--- src/rtl/voting_machine_param.sv ---
// voting_machine_param
//   Poll-session voting machine. Accepts one vote per unique voter while a
//   poll is open, keeps a saturating tally per candidate and, once the poll
//   closes, scans the tallies one candidate per cycle to report the winner,
//   a tie flag and the number of accepted votes.
//
//   state | meaning
//   ------+-------------------------------------------------------------
//   IDLE  | after reset; votes nacked, waiting for open_poll
//   OPEN  | session running; votes checked, acked/nacked, tallied
//   TALLY | sequential max scan, one candidate per cycle (NUM_CAND cycles)
//   DONE  | result held (winner_valid=1) until the next open_poll or rst
//
// Ports
//   clk, rst                 clock, synchronous active-high reset
//   open_poll, close_poll    session control pulses
//   vote_valid/cand/voter_id vote strobe, candidate index, voter ID
//   vote_ack, vote_nack      registered one-cycle accept/reject pulses
//   state                    00 IDLE, 01 OPEN, 10 TALLY, 11 DONE
//   winner, winner_valid     result index, valid while in DONE
//   tie                      more than one candidate holds the max (DONE)
//   total_votes              accepted votes of current/last session
module voting_machine_param #(
  parameter int NUM_CAND   = 8,
  parameter int CAND_W     = 3,
  parameter int NUM_VOTERS = 16,
  parameter int VOTER_W    = 4,
  parameter int CNT_W      = 8
) (
  input  logic               clk,
  input  logic               rst,
  input  logic               open_poll,
  input  logic               close_poll,
  input  logic               vote_valid,
  input  logic [CAND_W-1:0]  vote_cand,
  input  logic [VOTER_W-1:0] voter_id,
  output logic               vote_ack,
  output logic               vote_nack,
  output logic [1:0]         state,
  output logic [CAND_W-1:0]  winner,
  output logic               winner_valid,
  output logic               tie,
  output logic [VOTER_W:0]   total_votes
);

  typedef enum logic [1:0] {
    S_IDLE  = 2'b00,
    S_OPEN  = 2'b01,
    S_TALLY = 2'b10,
    S_DONE  = 2'b11
  } state_t;

  state_t state_q, state_d;

  // Arrays are sized to the full index range so that out-of-range indices
  // (which are always rejected) never address past the end.
  logic [CNT_W-1:0]      tally [2**CAND_W];
  logic [2**VOTER_W-1:0] used;
  logic [VOTER_W:0]      total_q;
  logic [CAND_W-1:0]     scan_idx;
  logic [CAND_W-1:0]     best_idx;
  logic [CNT_W-1:0]      best_cnt;
  logic                  tie_q;
  logic                  ack_q, nack_q;

  logic cand_ok, voter_ok, accept, start, last_scan;

  assign cand_ok   = 32'(vote_cand) < NUM_CAND;
  assign voter_ok  = 32'(voter_id) < NUM_VOTERS;
  assign accept    = (state_q == S_OPEN) && vote_valid && cand_ok && voter_ok
                     && !used[voter_id];
  assign last_scan = (scan_idx == CAND_W'(NUM_CAND - 1));

  always_ff @(posedge clk) begin
    if (rst) state_q <= S_IDLE;
    else     state_q <= state_d;
  end

  always_comb begin
    state_d = state_q;
    start   = 1'b0;
    case (state_q)
      S_IDLE: begin
        if (open_poll) begin
          state_d = S_OPEN;
          start   = 1'b1;
        end
      end
      S_OPEN: begin
        if (close_poll) state_d = S_TALLY;
      end
      S_TALLY: begin
        if (last_scan) state_d = S_DONE;
      end
      S_DONE: begin
        if (open_poll) begin
          state_d = S_OPEN;
          start   = 1'b1;
        end
      end
      default: state_d = S_IDLE;
    endcase
  end

  always_ff @(posedge clk) begin
    if (rst) begin
      for (int i = 0; i < 2**CAND_W; i++) tally[i] <= '0;
      used     <= '0;
      total_q  <= '0;
      scan_idx <= '0;
      best_idx <= '0;
      best_cnt <= '0;
      tie_q    <= 1'b0;
      ack_q    <= 1'b0;
      nack_q   <= 1'b0;
    end else begin
      ack_q  <= accept;
      nack_q <= vote_valid && !accept;

      if (start) begin
        for (int i = 0; i < 2**CAND_W; i++) tally[i] <= '0;
        used     <= '0;
        total_q  <= '0;
        best_idx <= '0;
        best_cnt <= '0;
        tie_q    <= 1'b0;
      end else if (accept) begin
        // Saturate the tally, but the vote still counts toward total_votes.
        if (tally[vote_cand] != {CNT_W{1'b1}})
          tally[vote_cand] <= tally[vote_cand] + 1'b1;
        used[voter_id] <= 1'b1;
        total_q        <= total_q + 1'b1;
      end

      if (state_q == S_OPEN && close_poll) scan_idx <= '0;

      if (state_q == S_TALLY) begin
        scan_idx <= scan_idx + 1'b1;
        // Index 0 seeds the running max; strict > keeps the lowest index on ties.
        if (scan_idx == '0 || tally[scan_idx] > best_cnt) begin
          best_cnt <= tally[scan_idx];
          best_idx <= scan_idx;
          tie_q    <= 1'b0;
        end else if (tally[scan_idx] == best_cnt) begin
          tie_q <= 1'b1;
        end
      end
    end
  end

  assign vote_ack     = ack_q;
  assign vote_nack    = nack_q;
  assign state        = state_q;
  assign winner       = best_idx;
  assign winner_valid = (state_q == S_DONE);
  assign tie          = tie_q && (state_q == S_DONE);
  assign total_votes  = total_q;

endmodule
--- config.mk ---
export PLATFORM = sky130hd
export DESIGN_NAME = voting_machine_param
export DESIGN_NICKNAME = d
export VERILOG_FILES = /design/src/rtl/voting_machine_param.sv
export SDC_FILE = /design/constraint.sdc
export NUM_CORES = 1
export LEC_CHECK = 0
export BUFFER_PORTS_ARGS = -buffer_cell sky130_fd_sc_hd__buf_2
export CAP_MARGIN = 20
export CORE_UTILIZATION = 25
export CTS_CLUSTER_SIZE = 24
export DETAILED_ROUTE_END_ITERATION = 8
export GPL_TIMING_DRIVEN = 0
export PLACE_DENSITY = 0.36
export SKIP_CTS_REPAIR_TIMING = 1
export SYNTH_ARGS = -nofsm -noshare
export SYNTH_HDL_FRONTEND = slang
export SYNTH_SLANG_ARGS = --single-unit
--- constraint.sdc ---
create_clock -name clk -period 4.3 [get_ports clk]
set_input_delay 0.215 -clock clk [delete_from_list [all_inputs] [get_ports clk]]
set_output_delay 0.215 -clock clk [all_outputs]
set_load 0.01 [all_outputs]
# [Word-level counts from Yosys, hierarchy flattened]
# Memory sizes are Yosys's and may differ from the RTL's. A register that Yosys moved wholly into a read port is not among the register bits.
# Cells that the tools add are included.
[totals] ff_bits=40 mem_bits_rw=64 in_bits=12 out_inout_bits=14 word_cells=95 memories=1
[mem_list] name="tally" depth=8 width=8 rd=2 rd_clocked_by_memory_dff=1 write_ports=8 line_no="57" source="logic [CNT_W-1:0] tally [2**CAND_W];"
[classes] n_addsub=3 magnitude_cmp=3 n_eq_ne=9 mux=45 bitwise_logic=9 n_reduce_logical=16
[ops] op="two-way mux 8 bit" n=12
[ops] op="two-way mux 3 bit" n=8
[ops] op="two-way mux 1 bit" n=19
[ops] op="bitwise OR 16 bit" n=1
[ops] op="adder 8 x 1 -> 8 bit, second input constant" n=1
[ops] op="equality test 8 bit" n=1
[ops] op="> comparator 8 bit" n=1
[ops] op="!= test 8 bit, second input constant" n=1
[ops] op="bitwise OR 1 bit" n=8
[ops] op="OR reduction 8 bit" n=1
[ops] op="logical AND 1 bit" n=6
[ops] op="two-way mux 2 bit" n=3
[ops] op="case mux 2 bit (3 select lines)" n=1
[ops] op="adder 5 x 1 -> 5 bit, second input constant" n=1
[ops] op="< comparator 4 x 5 -> 1 bit, second input constant" n=1
[ops] op="binary-select mux 1 bit (select 4 bit)" n=1
[ops] op="demux 1 bit (select 4 bit)" n=1
[ops] op="equality test 2 bit, second input constant" n=2
[ops] op=">= comparator 4 x 1 -> 1 bit, second input constant" n=1
[ops] op="!= test 2 bit, second input constant" n=2
[ops] op="OR reduction 2 bit" n=2
[ops] op="adder 3 x 1 -> 3 bit, second input constant" n=1
[ops] op="equality test 3 bit, second input constant" n=1
[ops] op="logical NOT 3 bit" n=1
[ops] op="other kinds (7)" n=8

# [Depth between registers and ports, before layout]
# Gate-level depths: netlist (run 1).
[depth] ltp_word=10 ltp_mapped=12 depth_no_buf=9

# [Worst setup path after synthesis (run 1)]
# OpenSTA, ideal clock, no wires.
[synth_timing] kind="register to register" start="register with a tool-made name" end="register best_cnt[1]" arrival_ns=3.358 required_time_ns=4.227 slack_ns=0.868 stages_incl_launch_ff=13 synth_period_minus_slack_ns=3.432 path_cell_list="dfxtp_1 -> clkbuf_1 -> buf_2 -> mux4_2 -> mux2_2 -> ha_1 -> nor2b_1 -> o21a_1 -> o21a_1 -> o21bai_1 -> a21oi_1 -> clkbuf_1 -> mux2i_1"
[synth_lines] item="to (signal assigned)" line_no="141" source="best_cnt <= tally[scan_idx];"
[synth_lines] item="to (decl)" line_no="62" source="logic [CNT_W-1:0] best_cnt;"

==> results of run 1 <==
-- worst register-to-register path, delay by kind of cell, from the launching register on --
family	cells	cell delay (ns)
buffers and inverters	3	1.65
muxes	3	0.98
AOI/OAI and AO/OA	2	0.48
adders and majority gates	1	0.32
DFF	1	0.31
and+or+nand+nor	1	0.17
-- metal layers --
layer | share of wire [%] | vias up
met3 | 3.1 | 11
li1 | - | 1906
met1 | 48 | 2051
met4 | 1.0 | 0
met2 | 48 | 52
met5 | 0 | -
-- where the power goes --
group          leakage, nW  internal [mW]  switching [mW]
registers             1.04           1.27           0.102
clock network        0.137          0.395           0.407
logic                 1.21          0.322           0.517
-- sequential cells by signal, summed over array words and instances (netlist names), 2 cells and up, named ones only --
| register | count |
|---|---|
| winner | 3 |
| scan_idx | 3 |
| total_votes | 5 |
| used | 16 |
| tally | 64 |
| state | 2 |
| best_cnt | 8 |
-- path summary, 6_finish.rpt --
check	slack, ns	endpoint	start
hold reg to reg	0.47	used[3]	used[3]
setup reg to reg	0.33	best_cnt[3]	flop
setup / recovery	0.33	best_cnt[3]	flop
hold / removal	0.14	vote_nack	vote_valid
-- metrics by stage --
stage | setup TNS, ns | cells | hold WS, ns
detailed placement | -1.211 | 813 | 0.4601
floorplan | 0 | 504 | 0.3816
finish | 0 | 828 | 0.1439
global placement | -0.6043 | 813 | 0.4471
global route | 0 | 828 | 0.1433
CTS | -1.468 | 829 | 0.1271
-- cells by family after synthesis --
| kind of cell | count (synthesis) | share of synthesized area, % |
|---|---|---|
| buffers and inverters | 43 | 3.504 |
| DFF | 107 | 48.11 |
| and+or+nand+nor | 216 | 20.07 |
| muxes | 67 | 18.04 |
| adders and majority gates | 16 | 3.461 |
| xor gates and xnor gates | 9 | 1.363 |
| AOI/OAI and AO/OA | 46 | 5.451 |
-- cell usage in the layout (no fill, tap or decap), types with 10 or more instances in the layout --
| cell | netlist | layout |
|---|---|---|
| sky130_fd_sc_hd__nor2_1 | 82 | 82 |
| sky130_fd_sc_hd__edfxtp_1 | 64 | 64 |
| sky130_fd_sc_hd__dfxtp_1 | 43 | 43 |
| sky130_fd_sc_hd__buf_2 | 9 | 33 |
| sky130_fd_sc_hd__nand2_1 | 31 | 31 |
| sky130_fd_sc_hd__mux2i_1 | 30 | 30 |
| sky130_fd_sc_hd__mux4_2 | 29 | 29 |
| sky130_fd_sc_hd__nand2b_1 | 22 | 22 |
| sky130_fd_sc_hd__inv_1 | 16 | 16 |
| sky130_fd_sc_hd__ha_1 | 16 | 16 |
| sky130_fd_sc_hd__a21oi_1 | 15 | 15 |
| sky130_fd_sc_hd__clkbuf_1 | 12 | 10 |
-- layout make-up --
cell class / count / area share [%]
Tap cell: 285 / 5.458
Inverter: 16 / 0.9192
Timing Repair Buffer: 24 / 1.838
Clock inverter: 6 / 0.6128
Buffer: 26 / 2.241
Sequential cell: 107 / 42.59
Clock buffer: 10 / 3.504
Multi-Input combinational cell: 354 / 42.84
==> results.md, run 1 <==
* Result of the run: finished, final reports clean
* # nets final at 566
* Biggest area contributors in the synthesized netlist: sky130_fd_sc_hd__edfxtp_1, sky130_fd_sc_hd__dfxtp_1, sky130_fd_sc_hd__mux4_2
* Total wirelength of the detailed-routed design at between 15000 and 20000 um
* Overall die area at 0.02375 sq mm
* Sequential element share of the synthesized area at between 40% and 50%
* Antenna violations before repair at 0
* Leakage dissipation at about 2.4 nW
* Worst stage delay on the critical path at ~0.76 ns
* Number of synthesized register bits at 107
* Initial Utilization at about a quarter
* Total chip power at 3.012 mW
* Peak VDD IR at around 180 uV
* GR met2 Demand/Resource at between 20 and 30%
* Residual DRC at 0
* Dpl cell area at around 0.0063 sq mm
* Number of cells on the worst hold path at 2
* Highest fanout seen on the critical path at 10
* Detailed Routing Iterations Pass 1 at 4
* Y dimension of the die at about 150 um
* Count of distinct cell types in the synthesized netlist at 57
* Pin count of the biggest net entering global routing at 18
* Number of endpoints with negative hold slack in the final report at 0
* Cell types with the highest counts after synthesis: sky130_fd_sc_hd__nor2_1, sky130_fd_sc_hd__edfxtp_1, sky130_fd_sc_hd__dfxtp_1
* Final Critical Period at around 4 ns
* Design Area, Final at 0.006534 sq mm
* Grt ovf at 0
* Min-Delay Path Class: in2reg
* Achievable clock frequency at around 250 MHz
* Register area at around 0.0028 sq mm
* Unrepaired setup endpoints after global routing: no
* Final Max Tran Viols at 0
* Number of cells on the worst reg-to-reg path at 10
* Mean routed wirelength per cell at about 21 um
* Max-cap viol count at 0
* Cell at the root of the clock tree: sky130_fd_sc_hd__clkbuf_16
* Number of clock sinks seen by CTS at between 100 and 150
* Nets in the synthesized netlist at 532
* Filler instances at about 2.3k
* Final weighted congestion in routability-driven placement at 0.7523
* ANT cells at 0
* Inserted Clock Buffers at 9
* Power per cell area at ~460 mW/mm^2
* Number of enable-type register cells in the synthesized netlist at 64
* Clock-pin slew of the registers on the worst-case setup and hold paths at ~0.080 ns
* Fraction of final layout cells with drive strength greater than 1 at around 20%
* Number of DRC markers in iteration 0 at about 260
* Die width at roughly 150 um
* Area growth from synthesis to layout at 12.96%
* Placeable Area at roughly 0.023 sq mm
* Yosys warnings at 0
* Count of H-tree levels built during CTS at 3
* Top flip-flop cell by instance count after synthesis: sky130_fd_sc_hd__edfxtp_1
* Clock tree buffer depth at 2
* Total stage count of the critical path at 10
* Cell Chain, Critical Path: buf_1 > clkdlybuf4s15_1 > mux4_2 > mux2_2 > ha_1 > nand4_1 > o21bai_1 > a21oi_1 > clkbuf_2 > mux2i_1
* Average via count per standard cell at 4.855
* IO Port Bufs at 24
* Post-route fraction of the period consumed by the critical path at between 90% and 100%
* Worst-case clock skew at approximately 0.012 ns
* Syn Inst Count at ~500
* Vias in the first global route at 4178
* Fraction of post-synthesis cell area in the top cell type by area at about a third
* Slowest cell on crit path: sky130_fd_sc_hd__clkdlybuf4s15_1
* Met3 usage at 2.790%
* Worst setup EP type: flop
* Minimum setup slack after placement at -0.1382 ns
* Vias after detailed routing at about 4k
* Final antenna-violating net count at 0
* Measured slew at the worst slew-check pin at roughly 0.81 ns
* Buffering stage count on the worst path with inverters included at 3
* First-pass GRT wire length at 26400 um
* Aggregate global-route resource usage at between 10% and 20%
* Headroom to the max-slew limit at 45.31%
* Post-layout util at a little under 30%
* Share of flip-flops with an asynchronous set or reset after synthesis at 0%
* Class of the most critical setup path: reg2reg
* Avg Synthesized Cell Area at about 11 sq um
* TritonCTS clock tree: built
* Worst path required time at approximately 4.6 ns
* Arrival time worst endpoint at around 4.3 ns
* Cell class contributing the biggest share of worst-path delay: buffers and inverters
* Kind of start point of the critical path: flop
* Final setup violation count at 0
* Met1 layer usage reported by global route at approximately 20%
* # IOs at 26
* Most common cell in the netlist: sky130_fd_sc_hd__nor2_1
* Slack of the critical path at around 0.33 ns
* Placed wire-length estimate at 12450 um
* Post-synth design cell area at approximately 0.0058 sq mm
* Cell Rows at 55
* Most used routing layer: met2
* Post-synth top area cell: sky130_fd_sc_hd__edfxtp_1
* Clock latency on the worst-skew pair at 0.36 ns
* Footprint of the multi-input gates at approximately 0.0028 sq mm
(Power assumes the default switching activity.)
==> inputs of run 2 (changes only) <==
CTS_BUF_LIST = sky130_fd_sc_hd__clkbuf_16   (was not set)
==> run 2 against run 1 <==
- die area stayed put
- sequential share of layout area unchanged
- clock-buffer cell count shrank 1
- setup slack worse by 0.0031 ns
- global-route usage unchanged
- sequential power barely moved
- utilization stayed put
- worst hold slack about the same
- critical path depth unchanged
- critical path type unchanged
- critical endpoint unchanged
- highest routed layer unchanged
==> results.md, run 2 (synthesis gave the netlist of run 1 again) <==
* Cell Rows at 55 (unchanged)
* Min-Delay Path Class: in2reg (unchanged)
* Fraction of final layout cells with drive strength greater than 1 at 20.07% (unchanged)
* Worst setup EP type: flop (unchanged)
* Leakage dissipation at 2.395 nW (was 2.391 nW)
* ANT cells at 0 (unchanged)
* Power per cell area at 460.6 mW/mm^2 (was 461.0 mW/mm^2)
* Flip-flop count of the largest register after layout at 64 (unchanged)
* Kind of start point of the critical path: flop (unchanged)
* Residual DRC at 0 (unchanged)
* Aggregate global-route resource usage at 15.34% (unchanged)
* Number of clock sinks seen by CTS at 107 (unchanged)
* Grt ovf at 0 (unchanged)
* Placeable Area at 0.02264 sq mm (unchanged)
* Die width at 154.1 um (unchanged)
* Total wirelength of the detailed-routed design at 17390 um (about the same)
* Final Critical Period at 3.971 ns (was 3.968 ns)
* Overall die area at 0.02375 sq mm (unchanged)
* Result of the run: finished, final reports clean (unchanged)
* IO Port Bufs at 24 (unchanged)
* Vias in the first global route at 4178 (unchanged)
* Peak VDD IR at 177.3 uV (about the same)
* Average via count per standard cell at 4.860 (was 4.855)
* Cell count after placement at 813 (unchanged)
* Clock tree buffer depth at 2 (unchanged)
* Clock latency on the worst-skew pair at 0.36 ns (about the same)
* # nets final at 566 (unchanged)
* Y dimension of the die at 154.1 um (unchanged)
* Cell at the root of the clock tree: sky130_fd_sc_hd__clkbuf_16 (unchanged)
* Clock-pin slew of the registers on the worst-case setup and hold paths at 0.08 ns (about the same)
* Highest fanout seen on the critical path at 10 (unchanged)
* Achievable clock frequency at 251.8 MHz (was 252.0 MHz)
* Commonest non-fill, non-tap cells in the layout: sky130_fd_sc_hd__nor2_1, sky130_fd_sc_hd__edfxtp_1, sky130_fd_sc_hd__dfxtp_1 (unchanged)
* Class of the most critical setup path: reg2reg (unchanged)
* Area growth from synthesis to layout at 12.96% (unchanged)
* Final antenna-violating net count at 0 (unchanged)
* Finished Layout Cells at 828 (unchanged)
* Number of endpoints with negative hold slack in the final report at 0 (unchanged)
* Arrival time worst endpoint at 4.26 ns (was 4.25 ns)
* Register with the most flip-flops: tally (unchanged)
* Total Neg Setup Slack at 0 ns (unchanged)
* Final Max Tran Viols at 0 (unchanged)
* Headroom to the max-slew limit at 45.32% (was 45.31%)
* Filler instances at 2349 (unchanged)
* Final setup violation count at 0 (unchanged)
* First-pass GRT wire length at 26400 um (unchanged)
* Initial Utilization at 25.55% (unchanged)
* Antenna violations before repair at 0 (unchanged)
* Vias after detailed routing at 4024 (was 4020)
* Number of DRC markers in iteration 0 at 256 (unchanged)
* TritonCTS clock tree: built (unchanged)
* Detailed Routing Iterations Pass 1 at 4 (unchanged)
* Mean routed wirelength per cell at 21.00 um (was 21.01 um)
* Post-layout util at 28.86% (unchanged)
* Most common cell after layout, fill and taps aside: sky130_fd_sc_hd__nor2_1 (unchanged)
* Unrepaired setup endpoints after global routing: no (unchanged)
* Total chip power at 3.010 mW (was 3.012 mW)
* # IOs at 26 (unchanged)
* Largest registers in the final layout: tally (64), used (16), best_cnt (8) (unchanged)
* Worst path required time at 4.58 ns (about the same)
* Inserted Clock Buffers at 9 (unchanged)
* Final weighted congestion in routability-driven placement at 0.7523 (unchanged)
* Measured slew at the worst slew-check pin at 0.8144 ns (was 0.8145 ns)
* Pin count of the biggest net entering global routing at 18 (unchanged)
* Max-cap viol count at 0 (unchanged)
* Placed wire-length estimate at 12450 um (unchanged)
* Post-route fraction of the period consumed by the critical path at 92.35% (was 92.28%)
* Worst-case clock skew at 0.01210 ns (was 0.01200 ns)
* Count of H-tree levels built during CTS at 3 (unchanged)
## run 2: cell types whose count changed in the layout (fill, tap and decap cells not counted), sizes merged
cell | previous run | this run
inv | 18 | 19
clkbuf | 20 | 19
## run 2: per-layer routing
metal  global-route usage (%)  routed length [um]
met5                        0                   0
met2                    25.54                8382
met3                    2.790                 570
met4                    4.000                 179
met1                    20.41                8257
## run 2: area by class of cell
type | count | area, sq um | area share [%]
buffer | 26 | 146.4 | 2.241
multi-input combinational | 354 | 2799 | 42.84
inverter | 16 | 60.06 | 0.9192
sequential | 107 | 2783 | 42.59
clock buffer | 9 | 225.2 | 3.447
clock inverter | 7 | 43.79 | 0.6702
tap | 285 | 356.6 | 5.458
timing repair buffer | 24 | 120.1 | 1.838
## run 2: per-stage QoR
stage / instance area, sq um / hold WS [ns] / setup slack [ns]
3_3_place_gp: 6261 / 0.4471 / -0.07492
2_1_floorplan: 5784 / 0.3816 / 0.8683
6_report: 6534 / 0.1439 / 0.3287
4_1_cts: 6530 / 0.1271 / -0.1688
5_1_grt: 6534 / 0.1433 / 0.02102
3_5_place_dp: 6261 / 0.4601 / -0.1382
## run 2: worst paths after layout
path,start,end,slack [ns],cells after the start
min reg2reg,used[3],used[3],0.47,1
max,flop,best_cnt[3],0.33,10
min,vote_valid,vote_nack,0.14,2
max reg2reg,flop,best_cnt[3],0.33,10
## run 2: power breakdown
group	internal (mW)	switching, mW
sequential	1.27	0.102
clock	0.393	0.407
combinational	0.322	0.517
## run 2: worst max-delay path: stages, from the launching register on
cell	delay (ns)
sky130_fd_sc_hd__dfxtp_1	0.31
sky130_fd_sc_hd__buf_1	0.50
sky130_fd_sc_hd__clkdlybuf4s15_1	0.76
sky130_fd_sc_hd__mux4_2	0.40
sky130_fd_sc_hd__mux2_2	0.34
sky130_fd_sc_hd__ha_1	0.32
sky130_fd_sc_hd__nand4_1	0.17
sky130_fd_sc_hd__o21bai_1	0.20
sky130_fd_sc_hd__a21oi_1	0.28
sky130_fd_sc_hd__clkbuf_2	0.38
sky130_fd_sc_hd__mux2i_1	0.22
==> inputs of run 3 (changes only) <==
BUFFER_PORTS_ARGS = -buffer_cell sky130_fd_sc_hd__buf_4   (was -buffer_cell sky130_fd_sc_hd__buf_2)
==> run 3 against run 2 <==
- register-to-register slack better by 0.09 ns
- maximum frequency up 2.3%
- clock skew up 0.0013 ns
- die area unchanged
- utilization up 0.31 points
- critical path type unchanged
- highest routed layer unchanged
==> results.md, run 3 (synthesis gave the netlist of run 1 again) <==
* Number of endpoints with negative hold slack in the final report at 0 (unchanged)
* Final setup violation count at 0 (unchanged)
* Clock tree buffer depth at 2 (unchanged)
* # IOs at 26 (unchanged)
* Vias in the first global route at 4068 (was 4178)
* Vias after detailed routing at 3986 (was 4024)
* Cell count after placement at 813 (unchanged)
* Overall die area at 0.02375 sq mm (unchanged)
* Most common cell after layout, fill and taps aside: sky130_fd_sc_hd__nor2_1 (unchanged)
* Die width at 154.1 um (unchanged)
* Cell Chain, Critical Path: buf_2 > mux4_2 > mux2_2 > ha_1 > nand4_1 > o21bai_1 > a21oi_1 > clkbuf_2 > mux2i_1 (was buf_1 > clkdlybuf4s15_1 > mux4_2 > mux2_2 > ha_1 > nand4_1 > o21bai_1 > a21oi_1 > clkbuf_2 > mux2i_1)
* Final weighted congestion in routability-driven placement at 0.7511 (was 0.7523)
* # nets final at 566 (unchanged)
* Clock latency on the worst-skew pair at 0.36 ns (about the same)
* Slack of the critical path at 0.4189 ns (was 0.3287 ns)
* Result of the run: finished, final reports clean (unchanged)
* Hold Worst Slack at 0.1571 ns (was 0.1439 ns)
* Minimum setup slack after placement at -0.1895 ns (was -0.1382 ns)
* Number of cells on the worst hold path at 2 (unchanged)
* Arrival time worst endpoint at 4.17 ns (was 4.26 ns)
* Final Max Tran Viols at 0 (unchanged)
* Largest registers in the final layout: tally (64), used (16), best_cnt (8) (unchanged)
* Initial Utilization at 25.55% (unchanged)
* Total chip power at 3.035 mW (was 3.010 mW)
* Number of cells on the worst reg-to-reg path at 9 (was 10)
* Unrepaired setup endpoints after global routing: no (unchanged)
* Reg-to-reg critical path endpoint: best_cnt[6] (was best_cnt[3])
* Detailed Routing Iterations Pass 1 at 4 (unchanged)
* Clock-pin slew of the registers on the worst-case setup and hold paths at 0.08 ns (about the same)
* Y dimension of the die at 154.1 um (unchanged)
* ANT cells at 0 (unchanged)
* Post-layout util at 29.17% (was 28.86%)
* Class of the most critical setup path: reg2reg (unchanged)
* Min-Delay Path Class: in2reg (unchanged)
* Total Neg Setup Slack at 0 ns (unchanged)
* Placeable Area at 0.02264 sq mm (unchanged)
* Worst stage delay on the critical path at 0.76 ns (about the same)
* Grt ovf at 0 (unchanged)
* Worst setup EP type: flop (unchanged)
* Buffering stage count on the worst path with inverters included at 2 (was 3)
* First-pass GRT wire length at 25770 um (was 26400 um)
* Placed wire-length estimate at 12280 um (was 12450 um)
* Count of H-tree levels built during CTS at 3 (unchanged)
* Area growth from synthesis to layout at 14.19% (was 12.96%)
* IO Port Bufs at 24 (unchanged)
* Kind of start point of the critical path: flop (unchanged)
* Total stage count of the critical path at 9 (was 10)
* Total wirelength of the detailed-routed design at 16980 um (was 17390 um)
* Cell class contributing the biggest share of worst-path delay: multiplexers (was buffers and inverters)
* Max-cap viol count at 0 (unchanged)
* Register with the most flip-flops: tally (unchanged)
* Measured slew at the worst slew-check pin at 0.7640 ns (was 0.8144 ns)
* Hold Crit Endpoint: vote_nack (unchanged)
* Finished Layout Cells at 828 (unchanged)
* Filler instances at 2347 (was 2349)
* Number of DRC markers in iteration 0 at 261 (was 256)
* Worst path required time at 4.59 ns (was 4.58 ns)
* Residual DRC at 0 (unchanged)
* Fraction of final layout cells with drive strength greater than 1 at 20.26% (was 20.07%)
* Mean routed wirelength per cell at 20.50 um (was 21.00 um)
* Dpl cell area at 0.006321 sq mm (was 0.006261 sq mm)
* Final antenna-violating net count at 0 (unchanged)
* Post-route fraction of the period consumed by the critical path at 90.26% (was 92.35%)
* Launch point of the worst hold path: vote_valid (unchanged)
* Inserted Clock Buffers at 9 (unchanged)
* Cell at the root of the clock tree: sky130_fd_sc_hd__clkbuf_16 (unchanged)
* Final Critical Period at 3.881 ns (was 3.971 ns)
* Slowest cell on crit path: sky130_fd_sc_hd__dfxtp_1 (was sky130_fd_sc_hd__clkdlybuf4s15_1)
* Worst-case clock skew at 0.01341 ns (was 0.01210 ns)
* Antenna violations before repair at 0 (unchanged)
* Register-to-register path setup slack at 0.42 ns (was 0.33 ns)
* Aggregate global-route resource usage at 14.94% (was 15.34%)
* Average via count per standard cell at 4.814 (was 4.860)
* TritonCTS clock tree: built (unchanged)
* Cell Rows at 55 (unchanged)
* Pin count of the biggest net entering global routing at 18 (unchanged)
* Peak VDD IR at 165.6 uV (was 177.3 uV)
* Commonest non-fill, non-tap cells in the layout: sky130_fd_sc_hd__nor2_1, sky130_fd_sc_hd__edfxtp_1, sky130_fd_sc_hd__dfxtp_1 (unchanged)
* Power per cell area at 459.5 mW/mm^2 (was 460.6 mW/mm^2)
* Headroom to the max-slew limit at 48.70% (was 45.32%)
* Number of clock sinks seen by CTS at 107 (unchanged)
* Flip-flop count of the largest register after layout at 64 (unchanged)
* Highest fanout seen on the critical path at 10 (unchanged)
* Leakage dissipation at 2.408 nW (was 2.395 nW)
* Achievable clock frequency at 257.7 MHz (was 251.8 MHz)
* Design Area, Final at 0.006605 sq mm (was 0.006534 sq mm)
run 3: cell count changes in the layout (fill, tap and decap cells not counted), sizes merged:
cell           delta
clkbuf            +2
clkdlybuf4s15     -1
clkinv            -1
run 3: final cells by class:
type	count	area, sq um	share of cell area [%]
tap	285	356.6	5.399
clock buffer	10	250.2	3.789
inverter	16	60.06	0.9093
buffer	26	141.4	2.141
clock inverter	6	35.03	0.5304
timing repair buffer	24	180.2	2.728
sequential	107	2783	42.13
multi-input combinational	354	2799	42.38
run 3: layer usage:
metal / global-route usage, % / wire, um
met1: 20.40 / 8322
met2: 23.42 / 7752
met3: 3.269 / 592
met5: 0 / 0
met4: 4.762 / 309
run 3: worst max path at each step:
stage                     start           to  slack (ns)
after floorplan            flop  best_cnt[1]        0.87
after global placement     flop  best_cnt[6]       -0.15
after detailed placement   flop  best_cnt[6]       -0.19
after CTS                  flop  best_cnt[6]       -0.22
after global routing       flop  best_cnt[6]        0.03
final                      flop  best_cnt[6]        0.42
run 3: power by group:
part | total, mW | internal [mW] | switching, mW
registers | 1.36 | 1.27 | 0.0956
clock network | 0.822 | 0.428 | 0.395
logic | 0.849 | 0.332 | 0.517
total | 3.04 | 2.03 | 1.01
